## src/rtl/cam_sensor_emu.sv

```systemverilog
// -----------------------------------------------------------------------------
// cam_sensor_emu
//
// OV-style camera sensor emulator. This block sits at the source end of a
// camera input link. It generates a free-running pixel clock by dividing MCLK.
// It produces frames of VSYNC / HREF / D[7:0] with programmable timing and
// one of four test patterns. Uses: on-board loopback of the capture path, and
// a reusable stimulus source in simulation.
//
// Timing model
//   - One "tick" is one PCLK period, i.e. 2*PCLK_HALF MCLK cycles.
//   - PCLK is low for phases 0..PCLK_HALF-1 and high for the remaining phases.
//   - Phase 0 is the PCLK falling edge. VSYNC/HREF/D change only there, so
//     they are stable when the receiver samples on the PCLK rising edge.
//   - Frame = VSYNC_LINES + V_BACK + V_ACTIVE + V_FRONT lines.
//     Each line is H_ACTIVE + H_BLANK ticks long.
//
// Ports
//   xipMCLK        in   1   system clock; everything runs from this clock
//   xipRESET       in   1   synchronous reset, active-high
//   xipEN          in   1   1 = frames back to back; 0 = stop after this frame
//   xipMODE        in   2   0 ramp, 1 colour bars, 2 fixed byte, 3 frame count
//   xipFIXED       in   8   byte sent in mode 2
//   xopCAM_PCLK    out  1   pixel clock
//   xopCAM_VSYNC   out  1   frame sync, high for the first VSYNC_LINES lines
//   xopCAM_HREF    out  1   line valid, high for H_ACTIVE ticks of active lines
//   xopCAM_D       out  8   pixel byte, 0 whenever HREF is low
//   xopBUSY        out  1   a frame is in progress
//   xopFRAME_DONE  out  1   one-MCLK pulse on the final tick boundary of a frame
//   xopFRAME_CNT   out 16   completed frames, wraps 0xFFFF -> 0
// -----------------------------------------------------------------------------
module cam_sensor_emu #(
    parameter int PCLK_HALF   = 2,
    parameter int H_ACTIVE    = 640,
    parameter int H_BLANK     = 144,
    parameter int V_ACTIVE    = 240,
    parameter int VSYNC_LINES = 3,
    parameter int V_BACK      = 17,
    parameter int V_FRONT     = 10,
    parameter int BAR_W       = 80
) (
    input  logic        xipMCLK,
    input  logic        xipRESET,
    input  logic        xipEN,
    input  logic [1:0]  xipMODE,
    input  logic [7:0]  xipFIXED,
    output logic        xopCAM_PCLK,
    output logic        xopCAM_VSYNC,
    output logic        xopCAM_HREF,
    output logic [7:0]  xopCAM_D,
    output logic        xopBUSY,
    output logic        xopFRAME_DONE,
    output logic [15:0] xopFRAME_CNT
);

    typedef enum logic [2:0] {
        IDLE,
        VSYNC,
        VBACK,
        ACTIVE,
        VFRONT
    } camStateT;

    // Phase counter spans one full PCLK period.
    localparam int              PH_W      = $clog2(2 * PCLK_HALF);
    localparam logic [PH_W-1:0] PH_LAST   = PH_W'(2 * PCLK_HALF - 1);
    localparam logic [PH_W-1:0] PH_HIGH   = PH_W'(PCLK_HALF);

    // Tick and line counters are 12 bits wide. The parameters must fit.
    localparam logic [11:0]     LINE_LAST = 12'(H_ACTIVE + H_BLANK - 1);
    localparam logic [11:0]     H_ACT     = 12'(H_ACTIVE);
    localparam logic [11:0]     VS_LAST   = 12'(VSYNC_LINES - 1);
    localparam logic [11:0]     VB_LAST   = 12'(V_BACK - 1);
    localparam logic [11:0]     VA_LAST   = 12'(V_ACTIVE - 1);
    localparam logic [11:0]     VF_LAST   = 12'(V_FRONT - 1);
    localparam logic [11:0]     BAR_LAST  = 12'(BAR_W - 1);

    // Registered state
    camStateT        state;
    logic [PH_W-1:0] phase;
    logic [11:0]     tickCnt;     // tick index within the current line
    logic [11:0]     lineCnt;     // line index within the current state
    logic [2:0]      barIdx;      // colour bar of the current tick
    logic [11:0]     barSub;      // byte index within the current bar
    logic [1:0]      modeLat;     // pattern mode, held for the whole frame
    logic [7:0]      fixedLat;    // fixed byte, held for the whole frame
    logic [7:0]      cntLat;      // frame count sampled at frame start

    // Next-value logic
    logic [PH_W-1:0] phaseNxt;
    logic            tickEnd;     // this MCLK edge is a tick boundary
    logic            lastTick;
    logic            lastLine;
    logic [11:0]     stateLast;
    logic            frameEnd;
    logic            frameStart;
    camStateT        nxtState;
    logic [11:0]     nxtTick;
    logic [11:0]     nxtLine;
    logic [2:0]      nxtBarIdx;
    logic [11:0]     nxtBarSub;
    logic            nxtHref;
    logic [7:0]      pattern;
    logic [7:0]      nxtD;
    logic [15:0]     cntInc;

    // NOTE: every signal written here gets a default first, so no path through
    // the case/if tree can leave a value unassigned and infer a latch.
    always_comb begin
        tickEnd    = (phase == PH_LAST);
        phaseNxt   = tickEnd ? '0 : phase + PH_W'(1);
        lastTick   = (tickCnt == LINE_LAST);
        cntInc     = xopFRAME_CNT + 16'd1;

        stateLast = 12'd0;
        case (state)
            VSYNC:   stateLast = VS_LAST;
            VBACK:   stateLast = VB_LAST;
            ACTIVE:  stateLast = VA_LAST;
            VFRONT:  stateLast = VF_LAST;
            default: stateLast = 12'd0;
        endcase
        lastLine = (lineCnt == stateLast);

        // The frame ends on the last tick of VFRONT. If there are no front
        // porch lines, it ends on the last tick of ACTIVE.
        frameEnd = lastTick && lastLine &&
                   ((state == VFRONT) || ((state == ACTIVE) && (V_FRONT == 0)));

        // Default: hold. Counters only advance at tick boundaries anyway.
        nxtState = state;
        nxtTick  = tickCnt;
        nxtLine  = lineCnt;

        if (state == IDLE) begin
            if (xipEN) begin
                nxtState = VSYNC;
            end
        end else if (lastTick) begin
            nxtTick = 12'd0;
            if (lastLine) begin
                nxtLine = 12'd0;
                case (state)
                    VSYNC:   nxtState = (V_BACK > 0) ? VBACK : ACTIVE;
                    VBACK:   nxtState = ACTIVE;
                    ACTIVE:  nxtState = (V_FRONT > 0) ? VFRONT
                                                      : (xipEN ? VSYNC : IDLE);
                    VFRONT:  nxtState = xipEN ? VSYNC : IDLE;
                    default: nxtState = IDLE;
                endcase
            end else begin
                nxtLine = lineCnt + 12'd1;
            end
        end else begin
            nxtTick = tickCnt + 12'd1;
        end

        frameStart = xipEN && ((state == IDLE) || frameEnd);

        // Colour-bar tracking. The bar restarts at tick 0 of every line.
        // After that it steps once every BAR_W bytes and saturates at bar 7.
        // This replaces a divide of x by BAR_W.
        nxtBarIdx = barIdx;
        nxtBarSub = barSub;
        if (nxtTick == 12'd0) begin
            nxtBarIdx = 3'd0;
            nxtBarSub = 12'd0;
        end else if (barSub == BAR_LAST) begin
            nxtBarSub = 12'd0;
            nxtBarIdx = (barIdx == 3'd7) ? 3'd7 : barIdx + 3'd1;
        end else begin
            nxtBarSub = barSub + 12'd1;
        end

        // In ACTIVE, lineCnt is the active line index y and tickCnt is the
        // byte index x.
        nxtHref = (nxtState == ACTIVE) && (nxtTick < H_ACT);

        pattern = 8'd0;
        case (modeLat)
            2'd0:    pattern = nxtTick[7:0] + nxtLine[7:0];
            2'd1:    pattern = {nxtBarIdx, 5'b0};
            2'd2:    pattern = fixedLat;
            default: pattern = cntLat;
        endcase
        nxtD = nxtHref ? pattern : 8'd0;
    end

    // NOTE: all state is updated with non-blocking assignments. Every register
    // then sees the pre-edge values of the others, which matches real flops.
    always_ff @(posedge xipMCLK) begin
        if (xipRESET) begin
            state         <= IDLE;
            phase         <= '0;
            tickCnt       <= 12'd0;
            lineCnt       <= 12'd0;
            barIdx        <= 3'd0;
            barSub        <= 12'd0;
            modeLat       <= 2'd0;
            fixedLat      <= 8'd0;
            cntLat        <= 8'd0;
            xopCAM_PCLK   <= 1'b0;
            xopCAM_VSYNC  <= 1'b0;
            xopCAM_HREF   <= 1'b0;
            xopCAM_D      <= 8'd0;
            xopBUSY       <= 1'b0;
            xopFRAME_DONE <= 1'b0;
            xopFRAME_CNT  <= 16'd0;
        end else begin
            phase         <= phaseNxt;
            // PCLK is registered from the next phase, so it falls on the same
            // edge where the video outputs change.
            xopCAM_PCLK   <= (phaseNxt >= PH_HIGH);
            xopFRAME_DONE <= 1'b0;

            if (tickEnd) begin
                state        <= nxtState;
                tickCnt      <= nxtTick;
                lineCnt      <= nxtLine;
                barIdx       <= nxtBarIdx;
                barSub       <= nxtBarSub;
                xopCAM_VSYNC <= (nxtState == VSYNC);
                xopCAM_HREF  <= nxtHref;
                xopCAM_D     <= nxtD;
                xopBUSY      <= (nxtState != IDLE);

                if (frameStart) begin
                    modeLat  <= xipMODE;
                    fixedLat <= xipFIXED;
                    // On a back-to-back start, this frame's count includes
                    // the frame that is completing on this same edge.
                    cntLat   <= frameEnd ? cntInc[7:0] : xopFRAME_CNT[7:0];
                end

                if (frameEnd) begin
                    xopFRAME_DONE <= 1'b1;
                    xopFRAME_CNT  <= cntInc;
                end
            end
        end
    end

endmodule

```

## config.mk

```make
export PLATFORM = sky130hd
export DESIGN_NAME = cam_sensor_emu
export DESIGN_NICKNAME = d
export VERILOG_FILES = /design/src/rtl/cam_sensor_emu.sv
export SDC_FILE = /design/constraint.sdc
export NUM_CORES = 1
export LEC_CHECK = 0
export ABC_AREA = 1
export BUFFER_PORTS_ARGS = -buffer_cell sky130_fd_sc_hd__buf_2
export CAP_MARGIN = 15
export CORE_UTILIZATION = 50
export DETAILED_ROUTE_END_ITERATION = 10
export PLACE_DENSITY = 0.68
export SYNTH_ARGS = -nofsm -noshare
export SYNTH_HDL_FRONTEND = slang
export SYNTH_SLANG_ARGS = --single-unit
```

## constraint.sdc

```tcl
create_clock -name xipMCLK -period 6.1 [get_ports xipMCLK]
set_input_delay 0 -clock xipMCLK [delete_from_list [all_inputs] [get_ports xipMCLK]]
set_output_delay 0 -clock xipMCLK [all_outputs]
set_load 0.01 [all_outputs]
```

==> run metrics <==
status finished clean; DRT iter0 DRCs between 300 and 400; core box area around 10000 um^2; WP buf/inv 2; first-pass GRT wire length 22500 um; Clock transition at path regs 0.09 ns; final net count 862; Bufs on Longest Clock Path 2; cell row count 37; Tot Pwr 1.11 mW; diode count 0; Highest Clock Rate between 0.2 and 0.3 GHz; Avg WL per Cell 13.8 um; Post-synth EDFFs 0; P_leak 2.50 nW; Top Ports between 40 and 50; met3 WL 760 um; max cap viols 0; fin crit period 3.49 ns; Top Metal Used met4; critical path startpoint category flop; Starting Density 0.517; gr ovfl total 0; synth top area cells dfxtp_1, nand2_1, inv_1; DP Area 5600 um^2; Setup WS pre-CTS 2.66 ns; routed wire length 13400 um; GPL Wtd Cong 0.865; Final setup viols 0; dpl cells 950; Hold Crit Class in -> reg; clk_lat worst skew between 0.3 and 0.4 ns; RSZ-0062 raised after global routing false; Worst-Margin Slew 0.926 ns; Worst VDD drop approximately 190 uV; final setup margin around 2.6 ns; most common cell after layout, fill and taps aside nand2_1; Yosys top cell area share 0.337; M1 wire length roughly 6300 um; final hold violations 0; hold_buf cts 10; crit-path cells ha_1, nand3_1, nor2_1, nand2_2, nor2_4, a21oi_1, a21oi_1, ha_1, inv_1, fa_1, inv_1, a21oi_1, o21ai_0, nand2_1, nand2_1, a21oi_1, or2_2, nand3_1, nand3_1, nand3_1, nand2_1; HPWL after DPL 9680 um; Seq cells post-synth 90; Power Dens Cells 189 nW/um^2; Worst path max stage delay around 0.47 ns; Clock Skews 0.00814 ns; die height 105 um; CP endpoint kind flop; Met2 Routed Length 6240 um; CTS Buf Count 9; P&R area growth vs syn 10.3%; Crit path max-delay family simple AND/OR/NAND/NOR gates; Yosys top cell by area dfxtp_1; vias in the first global route 4758; PortBufs 41; DIE AREA 11100 um^2; Final Max Slew Viols 0; post-synthesis cell area 5340 um^2; Min Hold Slack 0.102 ns; critical path fanouts, max 8; fin util 0.570; Tot GR Track Use 0.253; fillcell total between 1000 and 1500; Setup CP Type reg -> reg; Synth Net Count 822; cts repair resizes 0; CTS sink cnt 90; Final ANT Viol Nets 0; vias per inst 5.41; Non-Filler Instances 975; design area 5890 um^2; Worst EP required between 6 and 7 ns; setup tns final 0 ns; crit path DAT 3.76 ns; initial antenna violation count 0; DR vias 5271; Post-CTS Setup Bufs 0; Mean Syn Cell Area about 6.7 um^2; Ys Warns 0; commonest cells after routing, fill and taps aside nand2_1, inv_1, dfxtp_1; clk root buf clkbuf_8; CP max-delay cell dfxtp_1; Post-synth ARST share 0; DRC 0; Yosys cell types 41; drt pass-1 iters 8; prevailing post-synth register cell dfxtp_1; TritonCTS clock tree yes; period utilisation layout 0.572; H-tree levels 3; Post-Syn Instances 795; Worst slew margin 0.377; Die W 105 um; sequential fraction of the synthesis area 0.337; largest net degree at the start of global routing 47; layout cells sized above 1 0.117
-- where the power goes --
group          switching [mW]  internal, mW  total (mW)
Clock                   0.217         0.199       0.416
Sequential            0.00590         0.595       0.601
Combinational          0.0663        0.0286      0.0949
-- state kept, by name, indices dropped and copies added, names as in the netlist --
| signal | cells |
|---|---|
| cntLat | 8 |
| xopFRAME_DONE | 1 |
| xopCAM_VSYNC | 1 |
| state | 3 |
| tickCnt | 12 |
| xopCAM_HREF | 1 |
| xopFRAME_CNT | 16 |
| barIdx | 3 |
| xopCAM_D | 8 |
| xopCAM_PCLK | 1 |
| phase | 1 |
| barSub | 12 |
| xopBUSY | 1 |
| lineCnt | 12 |
| fixedLat | 8 |
| modeLat | 2 |
-- synthesized netlist by cell type, types with 5 or more instances --
master	number
nand3_1	62
o221ai_1	5
nor4_1	5
dfxtp_1	90
nor3_1	13
o22ai_1	16
nor2_1	78
inv_1	102
inv_2	6
ha_1	13
o21ai_0	48
nand4_1	17
a21oi_1	47
buf_6	5
xor2_1	16
clkbuf_1	14
o21ai_1	15
nand2_1	186
nor2_4	7
-- cell families (layout without fill, tap and decap cells) --
kind of cell	Yosys count	after routing	share of synthesized area
AO/OA/AOI/OAI	146	146	0.158
XOR/XNOR	19	19	0.0312
adder cells (fa/ha/maj)	14	14	0.0342
buffers and inverters	135	179	0.103
flip-flops	90	90	0.337
AND/OR/NAND/NOR	391	391	0.336
-- final cells by class --
| type | instances | area [um^2] | area share |
|---|---|---|---|
| repair buffers | 53 | 320 | 0.0544 |
| clock buffers | 11 | 141 | 0.0240 |
| inverters | 111 | 419 | 0.0712 |
| well taps | 136 | 170 | 0.0289 |
| multi-input cells | 570 | 2990 | 0.507 |
| clock inverters | 4 | 51.3 | 0.00871 |
| flip-flops and latches | 90 | 1800 | 0.306 |
-- metal layers --
layer  global-route usage  vias to the layer above
met1                0.341                     2405
li1                     -                     2684
met4               0.0795                        0
met2                0.410                      163
met5                    0                        -
met3               0.0458                       19
-- path summary, 6_finish.rpt --
kind               from  cells after the start     endpoint  slack (ns)
max          tickCnt[0]                     21  xopCAM_D[6]        2.61
min               xipEN                      5     state[0]        0.10
max reg2reg  tickCnt[0]                     21  xopCAM_D[6]        2.61
min reg2reg    phase[0]                      1     phase[0]        0.44
-- worst reg2reg max path, delay by kind of cell (launching register included) --
kind	cells	cell delay, ns
AOI/OAI and AO/OA	5	0.64
DFF	1	0.47
buffers and inverters	2	0.15
adders and majority gates	3	0.85
and+or+nand+nor	11	1.27
Power figures use the tool's default switching activity.
